===== src/rtl/ctrl_pkg.sv =====
// Shared decode definitions: classes, opcode/funct codes, exception codes.
// Used by the predecoder and the decode issue queue.
package ctrl_pkg;

    typedef enum logic [3:0] {
        NONE,
        ALU,
        ALU_IMM,
        SHIFT,
        LOAD,
        STORE,
        BRANCH,
        JUMP,
        MULDIV,
        MFHILO,
        MTHILO,
        COP0,
        SYSCALL,
        ERET,
        RESERVED
    } instr_class_t;

    localparam logic [2:0] ctrlNoException        = 3'd0;
    localparam logic [2:0] ctrlUnknownInstruction = 3'd1;
    localparam logic [2:0] ctrlSyscall            = 3'd2;
    localparam logic [2:0] ctrlBreak              = 3'd3;
    localparam logic [2:0] ctrlERET               = 3'd4;

    localparam logic [5:0] OP_SPECIAL  = 6'h00;
    localparam logic [5:0] OP_REGIMM   = 6'h01;
    localparam logic [5:0] OP_J        = 6'h02;
    localparam logic [5:0] OP_JAL      = 6'h03;
    localparam logic [5:0] OP_BEQ      = 6'h04;
    localparam logic [5:0] OP_BNE      = 6'h05;
    localparam logic [5:0] OP_BLEZ     = 6'h06;
    localparam logic [5:0] OP_BGTZ     = 6'h07;
    localparam logic [5:0] OP_ADDI     = 6'h08;
    localparam logic [5:0] OP_ADDIU    = 6'h09;
    localparam logic [5:0] OP_SLTI     = 6'h0A;
    localparam logic [5:0] OP_SLTIU    = 6'h0B;
    localparam logic [5:0] OP_ANDI     = 6'h0C;
    localparam logic [5:0] OP_ORI      = 6'h0D;
    localparam logic [5:0] OP_XORI     = 6'h0E;
    localparam logic [5:0] OP_LUI      = 6'h0F;
    localparam logic [5:0] OP_COP0     = 6'h10;
    localparam logic [5:0] OP_SPECIAL2 = 6'h1C;
    localparam logic [5:0] OP_LB       = 6'h20;
    localparam logic [5:0] OP_LH       = 6'h21;
    localparam logic [5:0] OP_LW       = 6'h23;
    localparam logic [5:0] OP_LBU      = 6'h24;
    localparam logic [5:0] OP_LHU      = 6'h25;
    localparam logic [5:0] OP_SB       = 6'h28;
    localparam logic [5:0] OP_SH       = 6'h29;
    localparam logic [5:0] OP_SW       = 6'h2B;

    localparam logic [5:0] FN_SLL     = 6'h00;
    localparam logic [5:0] FN_SRL     = 6'h02;
    localparam logic [5:0] FN_SRA     = 6'h03;
    localparam logic [5:0] FN_SLLV    = 6'h04;
    localparam logic [5:0] FN_SRLV    = 6'h06;
    localparam logic [5:0] FN_SRAV    = 6'h07;
    localparam logic [5:0] FN_JR      = 6'h08;
    localparam logic [5:0] FN_JALR    = 6'h09;
    localparam logic [5:0] FN_SYSCALL = 6'h0C;
    localparam logic [5:0] FN_BREAK   = 6'h0D;
    localparam logic [5:0] FN_MFHI    = 6'h10;
    localparam logic [5:0] FN_MTHI    = 6'h11;
    localparam logic [5:0] FN_MFLO    = 6'h12;
    localparam logic [5:0] FN_MTLO    = 6'h13;
    localparam logic [5:0] FN_MULT    = 6'h18;
    localparam logic [5:0] FN_MULTU   = 6'h19;
    localparam logic [5:0] FN_DIV     = 6'h1A;
    localparam logic [5:0] FN_DIVU    = 6'h1B;
    localparam logic [5:0] FN_ADD     = 6'h20;
    localparam logic [5:0] FN_ADDU    = 6'h21;
    localparam logic [5:0] FN_SUB     = 6'h22;
    localparam logic [5:0] FN_SUBU    = 6'h23;
    localparam logic [5:0] FN_AND     = 6'h24;
    localparam logic [5:0] FN_OR      = 6'h25;
    localparam logic [5:0] FN_XOR     = 6'h26;
    localparam logic [5:0] FN_NOR     = 6'h27;
    localparam logic [5:0] FN_SLT     = 6'h2A;
    localparam logic [5:0] FN_SLTU    = 6'h2B;

    localparam logic [5:0] FN_MADD  = 6'h00;
    localparam logic [5:0] FN_MADDU = 6'h01;
    localparam logic [5:0] FN_MSUB  = 6'h04;
    localparam logic [5:0] FN_MSUBU = 6'h05;

    localparam logic [4:0] RT_BLTZ   = 5'h00;
    localparam logic [4:0] RT_BGEZ   = 5'h01;
    localparam logic [4:0] RT_BLTZAL = 5'h10;
    localparam logic [4:0] RT_BGEZAL = 5'h11;

    localparam logic [4:0]  RS_MF     = 5'h00;
    localparam logic [4:0]  RS_MT     = 5'h04;
    localparam logic [31:0] ERET_WORD = 32'h4200_0018;

    typedef struct packed {
        instr_class_t cls;
        logic [4:0]   src1;
        logic [4:0]   src2;
        logic         src1_req;
        logic         src2_req;
        logic [4:0]   dest;
        logic [2:0]   exc;
    } predecode_t;

    function automatic logic is_ctrl_xfer(input instr_class_t c);
        return (c == BRANCH) || (c == JUMP);
    endfunction

endpackage


===== src/rtl/instr_predecode.sv =====
// Combinational MIPS predecoder: class, operand/dest registers, exception.
// Register 0 reads are still flagged as required; hazard logic masks r0.
module instr_predecode
    import ctrl_pkg::*;
(
    input  logic [31:0] instr,
    output predecode_t  dec
);
    localparam logic [1:0] S_NO = 2'd0;
    localparam logic [1:0] S_RS = 2'd1;
    localparam logic [1:0] S_RT = 2'd2;
    localparam logic [1:0] D_NO = 2'd0;
    localparam logic [1:0] D_RD = 2'd1;
    localparam logic [1:0] D_RT = 2'd2;
    localparam logic [1:0] D_RA = 2'd3;

    logic [5:0]   op, fn;
    logic [4:0]   rs, rt, rd;
    instr_class_t cls;
    logic [2:0]   exc;
    logic [1:0]   s1, s2, ds;

    assign op = instr[31:26];
    assign rs = instr[25:21];
    assign rt = instr[20:16];
    assign rd = instr[15:11];
    assign fn = instr[5:0];

    always_comb begin
        cls = RESERVED;
        exc = ctrlNoException;
        s1  = S_NO;
        s2  = S_NO;
        ds  = D_NO;
        case (op)
            OP_SPECIAL: begin
                case (fn)
                    FN_SLL, FN_SRL, FN_SRA:
                        begin cls = SHIFT; s1 = S_RT; ds = D_RD; end
                    FN_SLLV, FN_SRLV, FN_SRAV: begin
                        cls = SHIFT; s1 = S_RT; s2 = S_RS; ds = D_RD;
                    end
                    FN_JR:   begin cls = JUMP; s1 = S_RS; end
                    FN_JALR: begin cls = JUMP; s1 = S_RS; ds = D_RD; end
                    FN_SYSCALL: begin cls = SYSCALL; exc = ctrlSyscall; end
                    FN_BREAK:   begin cls = SYSCALL; exc = ctrlBreak; end
                    FN_MFHI, FN_MFLO: begin cls = MFHILO; ds = D_RD; end
                    FN_MTHI, FN_MTLO: begin cls = MTHILO; s1 = S_RS; end
                    FN_MULT, FN_MULTU, FN_DIV, FN_DIVU:
                        begin cls = MULDIV; s1 = S_RS; s2 = S_RT; end
                    FN_ADD, FN_ADDU, FN_SUB, FN_SUBU,
                    FN_AND, FN_OR, FN_XOR, FN_NOR,
                    FN_SLT, FN_SLTU: begin
                        cls = ALU; s1 = S_RS; s2 = S_RT; ds = D_RD;
                    end
                    default: ;
                endcase
            end
            OP_SPECIAL2: begin
                case (fn)
                    FN_MADD, FN_MADDU, FN_MSUB, FN_MSUBU:
                        begin cls = MULDIV; s1 = S_RS; s2 = S_RT; end
                    default: ;
                endcase
            end
            OP_REGIMM: begin
                case (rt)
                    RT_BLTZ, RT_BGEZ: begin cls = BRANCH; s1 = S_RS; end
                    RT_BLTZAL, RT_BGEZAL:
                        begin cls = BRANCH; s1 = S_RS; ds = D_RA; end
                    default: ;
                endcase
            end
            OP_J:   cls = JUMP;
            OP_JAL: begin cls = JUMP; ds = D_RA; end
            OP_BEQ, OP_BNE: begin cls = BRANCH; s1 = S_RS; s2 = S_RT; end
            OP_BLEZ, OP_BGTZ: begin cls = BRANCH; s1 = S_RS; end
            OP_LUI: begin cls = ALU_IMM; ds = D_RT; end
            OP_ADDI, OP_ADDIU, OP_SLTI, OP_SLTIU,
            OP_ANDI, OP_ORI, OP_XORI:
                begin cls = ALU_IMM; s1 = S_RS; ds = D_RT; end
            OP_COP0: begin
                if (instr == ERET_WORD) begin
                    cls = ERET; exc = ctrlERET;
                end else if (rs == RS_MF) begin
                    cls = COP0; ds = D_RT;
                end else if (rs == RS_MT) begin
                    cls = COP0; s1 = S_RT;
                end
            end
            OP_LB, OP_LH, OP_LW, OP_LBU, OP_LHU:
                begin cls = LOAD; s1 = S_RS; ds = D_RT; end
            OP_SB, OP_SH, OP_SW:
                begin cls = STORE; s1 = S_RS; s2 = S_RT; end
            default: ;
        endcase
        if (cls == RESERVED)
            exc = ctrlUnknownInstruction;
    end

    always_comb begin
        dec          = '0;
        dec.cls      = cls;
        dec.exc      = exc;
        dec.src1_req = (s1 != S_NO);
        dec.src2_req = (s2 != S_NO);
        dec.src1     = (s1 == S_RS) ? rs : (s1 == S_RT) ? rt : 5'd0;
        dec.src2     = (s2 == S_RS) ? rs : (s2 == S_RT) ? rt : 5'd0;
        case (ds)
            D_RD:    dec.dest = rd;
            D_RT:    dec.dest = rt;
            D_RA:    dec.dest = 5'd31;
            default: dec.dest = 5'd0;
        endcase
    end

endmodule


===== src/rtl/decode_issue_queue.sv =====
// Multi-lane fetch-to-decode issue queue with predecode on enqueue.
// DECODE_ISSUE_BYPASS_EN: lane 0 may issue straight through an empty queue.
module decode_issue_queue
    import ctrl_pkg::*;
#(
    parameter int DEPTH       = 8,
    parameter int FETCH_WIDTH = 2,
    parameter int PC_W        = 32
) (
    input  logic                      clk,
    input  logic                      reset,
    input  logic [FETCH_WIDTH-1:0]    in_valid,
    input  logic [32*FETCH_WIDTH-1:0] in_instr,
    input  logic [PC_W-1:0]           in_pc,
    output logic                      in_ready,
    input  logic                      flush,
    output logic                      out_valid,
    input  logic                      out_ready,
    output logic [31:0]               out_instr,
    output logic [PC_W-1:0]           out_pc,
    output logic [3:0]                out_class,
    output logic [4:0]                out_src1,
    output logic [4:0]                out_src2,
    output logic                      out_src1_req,
    output logic                      out_src2_req,
    output logic [4:0]                out_dest,
    output logic [2:0]                out_exc,
    output logic                      out_in_delay_slot,
    output logic [$clog2(DEPTH):0]    count
);
    localparam int PW = $clog2(DEPTH);
    localparam int CW = PW + 1;
    localparam logic [CW-1:0] MAXC = CW'(DEPTH - FETCH_WIDTH);

    logic [31:0]     instr_q [DEPTH];
    logic [PC_W-1:0] pc_q    [DEPTH];
    predecode_t      dec_q   [DEPTH];

    logic [PW-1:0] head, tail;
    logic          ds_flag;

    predecode_t       lane_dec [FETCH_WIDTH];
    logic [FETCH_WIDTH-1:0] wr_en;
    logic [PW-1:0]    wr_idx [FETCH_WIDTH];
    logic [CW-1:0]    n_in, n_wr;
    logic             push_en, q_valid, byp, pop, q_pop, skip;
    predecode_t       hd_dec, vis;
    logic [31:0]      hd_instr;
    logic [PC_W-1:0]  hd_pc;

    for (genvar i = 0; i < FETCH_WIDTH; i++) begin : g_pd
        instr_predecode u_pd (
            .instr (in_instr[32*i +: 32]),
            .dec   (lane_dec[i])
        );
    end

    always_comb begin
        n_in = '0;
        for (int i = 0; i < FETCH_WIDTH; i++)
            n_in = n_in + CW'(in_valid[i]);
    end

    assign in_ready = (count <= MAXC);
    assign push_en  = in_ready && (|in_valid) && !flush;

    // A branch/jump at the head waits until its delay slot is buffered.
    assign q_valid = (count != '0) &&
                     !(is_ctrl_xfer(dec_q[head].cls) && (count < CW'(2)));

`ifdef DECODE_ISSUE_BYPASS_EN
    assign byp = (count == '0) && in_valid[0] &&
                 !is_ctrl_xfer(lane_dec[0].cls);
`else
    assign byp = 1'b0;
`endif

    always_comb begin
        hd_dec   = dec_q[head];
        hd_instr = instr_q[head];
        hd_pc    = pc_q[head];
        if (byp) begin
            hd_dec   = lane_dec[0];
            hd_instr = in_instr[31:0];
            hd_pc    = in_pc;
        end
    end

    assign out_valid = q_valid || byp;
    assign pop       = out_valid && out_ready;
    assign skip      = byp && out_ready;
    assign q_pop     = pop && !byp;
    assign n_wr      = push_en ? (n_in - CW'(skip)) : '0;

    assign vis               = out_valid ? hd_dec : '0;
    assign out_instr         = out_valid ? hd_instr : '0;
    assign out_pc            = out_valid ? hd_pc : '0;
    assign out_class         = vis.cls;
    assign out_src1          = vis.src1;
    assign out_src2          = vis.src2;
    assign out_src1_req      = vis.src1_req;
    assign out_src2_req      = vis.src2_req;
    assign out_dest          = vis.dest;
    assign out_exc           = vis.exc;
    assign out_in_delay_slot = ds_flag;

    // A bypassed lane 0 is not stored, so later lanes slide down one slot.
    always_comb begin
        for (int i = 0; i < FETCH_WIDTH; i++) begin
            wr_en[i]  = push_en && in_valid[i] && !(skip && (i == 0));
            wr_idx[i] = tail + PW'(i) - PW'(skip);
        end
    end

    always_ff @(posedge clk) begin
        for (int i = 0; i < FETCH_WIDTH; i++) begin
            if (wr_en[i]) begin
                instr_q[wr_idx[i]] <= in_instr[32*i +: 32];
                pc_q[wr_idx[i]]    <= in_pc + PC_W'(4 * i);
                dec_q[wr_idx[i]]   <= lane_dec[i];
            end
        end
    end

    always_ff @(posedge clk) begin
        if (!reset || flush) begin
            head    <= '0;
            tail    <= '0;
            count   <= '0;
            ds_flag <= 1'b0;
        end else begin
            if (push_en)
                tail <= tail + PW'(n_wr);
            if (q_pop)
                head <= head + PW'(1);
            count <= count + n_wr - CW'(q_pop);
            if (pop)
                ds_flag <= is_ctrl_xfer(hd_dec.cls);
        end
    end

endmodule


===== config.mk =====
export PLATFORM = sky130hd
export DESIGN_NAME = decode_issue_queue
export DESIGN_NICKNAME = d
export VERILOG_FILES = /design/src/rtl/ctrl_pkg.sv /design/src/rtl/instr_predecode.sv /design/src/rtl/decode_issue_queue.sv
export SDC_FILE = /design/constraint.sdc
export NUM_CORES = 1
export LEC_CHECK = 0
export BUFFER_PORTS_ARGS = -buffer_cell sky130_fd_sc_hd__buf_2
export CAP_MARGIN = 20
export CORE_MARGIN = 8
export CORE_UTILIZATION = 55
export DETAILED_ROUTE_END_ITERATION = 6
export GPL_ROUTABILITY_DRIVEN = 0
export GPL_TIMING_DRIVEN = 0
export PLACE_DENSITY = 0.73
export SYNTH_ARGS = -nofsm -noshare
export SYNTH_HDL_FRONTEND = slang
export SYNTH_HIERARCHICAL = 1
export SYNTH_SLANG_ARGS = --single-unit
export TNS_END_PERCENT = 50

===== constraint.sdc =====
create_clock -name clk -period 10.3 [get_ports clk]
set_clock_uncertainty 0.15 [all_clocks]
set_input_delay 1.03 -clock clk [delete_from_list [all_inputs] [get_ports clk]]
set_output_delay 1.03 -clock clk [all_outputs]
set_load 0.02 [all_outputs]

Word-level counts from Yosys, hierarchy flattened:

Memory sizes are Yosys's and may differ from the RTL's. A register that Yosys moved wholly into a read port is not among the register bits.
Cells that the tools add are included.

* bits in registers: 11
* bits in latches: 0
* memory bits (writable): 704
* ROM bits: 0
* input bits: 102
* word-level logic and storage cells: 298
* memories kept: 3

Memories
* instr_q: depth 8, bits a word 32, rd ports 1, clocked after Yosys merged registers in 1, write ports 2, line decode_issue_queue.sv:35 `logic [31:0] instr_q [DEPTH];`
* pc_q: depth 8, bits a word 32, rd ports 1, clocked after Yosys merged registers in 1, write ports 2, line decode_issue_queue.sv:36 `logic [PC_W-1:0] pc_q [DEPTH];`
* dec_q: depth 8, bits a word 24, rd ports 1, clocked after Yosys merged registers in 1, write ports 2, line decode_issue_queue.sv:37 `predecode_t dec_q [DEPTH];`

* add/sub/neg operators: 7
* $mul: 0
* divide/modulo/power cells: 0
* order comparisons: 2
* eq/ne operators: 136
* shift-type cells: 0
* mux-type cells: 76
* bitwise logic cells: 0
* reduce and logical (&&, ||, !) cells: 70

Operators with widths (count)
* == test 6 bit, second input constant: 36
* == test 6 x 4 -> 1 bit, second input constant: 24
* == test 6 x 5 -> 1 bit, second input constant: 20
* == test 6 x 3 -> 1 bit, second input constant: 16
* OR reduction 19 bit: 4
* one-hot mux 4 bit (9 select lines): 2
* == test 32 x 31 -> 1 bit, second input constant: 2
* 2-to-1 mux 32 bit: 2
* one-hot mux 4 bit (7 select lines): 2
* == test 6 x 2 -> 1 bit, second input constant: 8
* 2-to-1 mux 3 bit: 14
* 2-to-1 mux 5 bit: 8
* one-hot mux 2 bit (5 select lines): 4
* OR reduction 18 bit: 2
* adder 32 x 3 -> 32 bit, second input constant: 1
* OR reduction 4 bit: 8
* 2-to-1 mux 2 bit: 15
* one-hot mux 5 bit (3 select lines): 2
* OR reduction 14 bit: 2
* OR reduction 13 bit: 2
* OR reduction 2 bit: 13
* == test 6 x 1 -> 1 bit, second input constant: 4
* logical NOT 6 bit: 4
* 2-to-1 mux 24 bit: 1
* other kinds (30): 95

Depth between registers and ports, before layout:

* depth after elaboration: 8
* mapped depth: 14

Modules after synthesis:

The synthesis kept the hierarchy.

Modules (own cells, without submodules)
* decode_issue_queue: instances 1, cells an instance 3401, area an instance 37387.1 µm², seq. area each 21420.5 µm²
* instr_predecode at g_pd[0].u_pd: instances 1, cells an instance 165, area an instance 1087.3 µm², seq. area each 0.0 µm²
* instr_predecode at g_pd[1].u_pd: instances 1, cells an instance 160, area an instance 1053.5 µm², seq. area each 0.0 µm²

Least setup slack after synthesis:

OpenSTA, ideal clock, no wires.

* path kind: input to register
* from: input in_valid[1]
* to: memory dec_q[4][0] (netlist name) (enable)
* setup time: 665 ps
* arrival: 8583 ps
* setup slack: 903 ps
* stages on the path: 7
* path buffers: 2
* cells stage by stage: inv_1 ha_1 a2111oi_4 buf_2 buf_4 nand3_1 o31ai_1

RTL lines
* from (decl): line decode_issue_queue.sv:12 `input logic [FETCH_WIDTH-1:0] in_valid,`
* to (decl): line decode_issue_queue.sv:37

==> metrics.cfg <==
[critical_path]
rrSetupSlack_ns=5.60
arrival_ns=4.52
crit_required_ns=9.12
crit_end=out_instr[29]
path_class=register to output pin
r2r-start=tail[1]
crit_path_max_fanout=10
endpoint_kind=output pin
r2r_cells=10
startpoint_type=register
reg2reg_to=instr_q[0][20]

[clocking]
postCtsHoldBufs=0
cts_max_level=3
clock_path_buffers=3
ctsResizeCount=0
clk_pin_slew_ns=0.06
cts_made_buffers=77
post_cts_buffers=0
insertion_delay_ns=0.64
cts_root_buf=clkbuf_16
cts_tree=built
cts_num_sinks=718

[die]
core_area_um2=71400
die_y_um=284
rows=98
die_x_um=284
dieArea_um2=80700
initial_core_util_pct=55.4
pin_count=197

[outcome]
status=finished, final reports clean

[cells_and_area]
fill_cells=5510
drive_above_1_share_pct=17.0
seq_area_um2=21400
final_area_um2=45100
nNetsFinal=4147
utilization_pct=63.3
syn2layout_area_growth_pct=14.2
multiInputGateArea_um2=16300

[power_and_ir_drop]
power_switching_mw=2.29
seq_power_share_pct=43.6
p_comb_share_pct=21.2
irDropWorstVdd_v=0.000139
p_int_mw=5.36
power.density_nw_per_um2=169
p_clk_share_pct=35.2
p_leak_nw=16.9
switching_share_pct=29.9

[placement]
post_dp_cell_area_um2=42700
numPortBuffers=174
hpwlAfterDp_mm=88.9

[sta]
grt_setup_unrepaired=false
setup_viol=0
slew_headroom_pct=15.9
fin_crit_sh_pct=55.3
finalHoldViolations=0
period_needed_ns=5.70
max_freq_mhz=175
drv_slew=0
tightest_slew_ns=1.26

[detailed_routing]
vias=30936
detail_route.wl_per_cell_um=25.9
ant_nets=0
vias_per_cell=6.13
drt_iter0_markers=4338
wirelength_mm=130
post-route-drc-count=0
first_pass_iters=6

[yosys]
ys.flop_type=edfxtp_1
synth.yosys.warnings=6
synth_area_per_cell_um2=10.6
yosysUniqueCellTypes=88
syn_inst=3726
synth_nets=3842
syn_area_um2=39500
seq_area_frac_synth_pct=54.2
synth-edff-count=704
synth_seq_cells=718
postSynth.asyncResetShare_pct=0

[hold_path]
hp-class=register to register

[run]
maxCapViolCount=0

[global_routing]
grt-ovfl-total=0
grt_max_degree=22
first_global_vias=30257
grtUsageTotal_pct=31.5
grt_pass1_wl_mm=191
antenna_found_initial=12

## power by group through the flow
stage	sequential [mW]	combinational (mW)	clock, mW
final	3.34	1.62	2.69
after global routing	3.34	1.72	2.78
after CTS	3.34	1.61	2.68
after detailed placement	3.40	1.60	0
after global placement	3.45	1.53	0
after floorplan	3.42	0.994	0
## worst min-delay path by stage
| stage | start | endpoint | cells past startpoint |
|---|---|---|---|
| 6_report | out_in_delay_slot | out_in_delay_slot | 2 |
| 2_1_floorplan | head[2] | register | 2 |
| 5_1_grt | out_in_delay_slot | out_in_delay_slot | 2 |
| 3_3_place_gp | out_in_delay_slot | out_in_delay_slot | 2 |
| 3_5_place_dp | out_in_delay_slot | out_in_delay_slot | 2 |
| 4_1_cts | out_in_delay_slot | out_in_delay_slot | 2 |
## through the flow
| step | cells | setup slack (ns) | TNS, ns | hold slack (ns) | power (mW) |
|---|---|---|---|---|---|
| final | 5047 | 4.60 | 0 | 0.324 | 7.65 |
| after global routing | 5040 | 4.64 | 0 | 0.350 | 7.85 |
| after floorplan | 3726 | 0.903 | 0 | 0.306 | 4.41 |
| after detailed placement | 4898 | 5.07 | 0 | 0.318 | 5.00 |
| after CTS | 5035 | 4.76 | 0 | 0.326 | 7.63 |
| after global placement | 4850 | -6.82 | -4514.52 | 0.314 | 4.97 |
## placed cells by master, fill, tap and decap left out, types with 15 or more instances in the layout
master	Yosys	routed
nand2_1	1586	1586
clkinv_1	0	16
clkbuf_1	153	174
nor2_1	166	166
nand3_1	21	21
a22o_1	20	20
xor2_1	54	54
buf_12	0	15
and3_1	25	25
buf_1	80	80
inv_1	24	24
xnor2_1	187	187
buf_4	63	63
nor3_1	30	30
mux4_2	176	176
buf_16	0	20
edfxtp_1	704	704
mux2i_1	92	92
nor4_1	15	15
o21ai_0	22	16
buf_2	66	242
nand2b_1	15	15
clkbuf_16	0	77
a21oi_1	28	28
## cell families after synthesis
kind of cell	count (synthesis)	share of synthesized area, %
xor gates and xnor gates	241	5.34
AOI/OAI and AO/OA	138	2.66
buffers and inverters	403	4.91
DFF	718	54.2
muxes	272	12.5
adders and majority gates	14	0.481
and+or+nand+nor	1940	19.9
## sequential cells by signal (all words and copies together), names as in the netlist, named ones only
| register | cells |
|---|---|
| instr_q | 256 |
| pc_q | 256 |
| dec_q | 192 |
| count | 4 |
| head | 3 |
| tail | 3 |
| out_in_delay_slot | 1 |
## Yosys cell counts, types with 20 or more instances
cell | n | area [µm²]
buf_2 | 66 | 330
xor2_1 | 54 | 473
nor3_1 | 30 | 150
buf_1 | 80 | 300
edfxtp_1 | 704 | 21100
mux4_2 | 176 | 3960
a22o_1 | 20 | 175
o21ai_0 | 22 | 110
nand2_1 | 1586 | 5950
buf_4 | 63 | 473
xnor2_1 | 187 | 1640
inv_1 | 24 | 90.1
clkbuf_1 | 153 | 574
and3_1 | 25 | 156
a21oi_1 | 28 | 140
nand3_1 | 21 | 105
nor2_1 | 166 | 623
mux2i_1 | 92 | 921
## final cells by class
cell class	instances	share of cell area [%]
timing repair buffer	226	4.32
clock inverter	39	0.782
inverter	25	0.208
antenna	8	0.0443
sequential	718	47.5
tap	950	2.63
multi-input combinational	2605	36.0
clock buffer	98	4.44
buffer	378	4.09
## metal layers
layer | share of wire, % | up-vias | routed length, µm | track usage (%)
met4 | 6.9 | 10 | 9040 | 19.4
met5 | 0.049 | - | 64 | 0
li1 | - | 13326 | - | -
met2 | 45 | 2351 | 59000 | 49.4
met3 | 13 | 493 | 16900 | 7.68
met1 | 35 | 14756 | 45400 | 39.5
## worst max-delay path, stage by stage, from the launching register on
cell and delay [ns]:
dfxtp_1 0.41, clkbuf_1 0.77, clkbuf_1 0.75, clkbuf_1 0.85, mux4_2 0.36, mux2i_1 0.07
nor2_1 0.40, buf_2 0.26
Power figures use the tool's default switching activity.
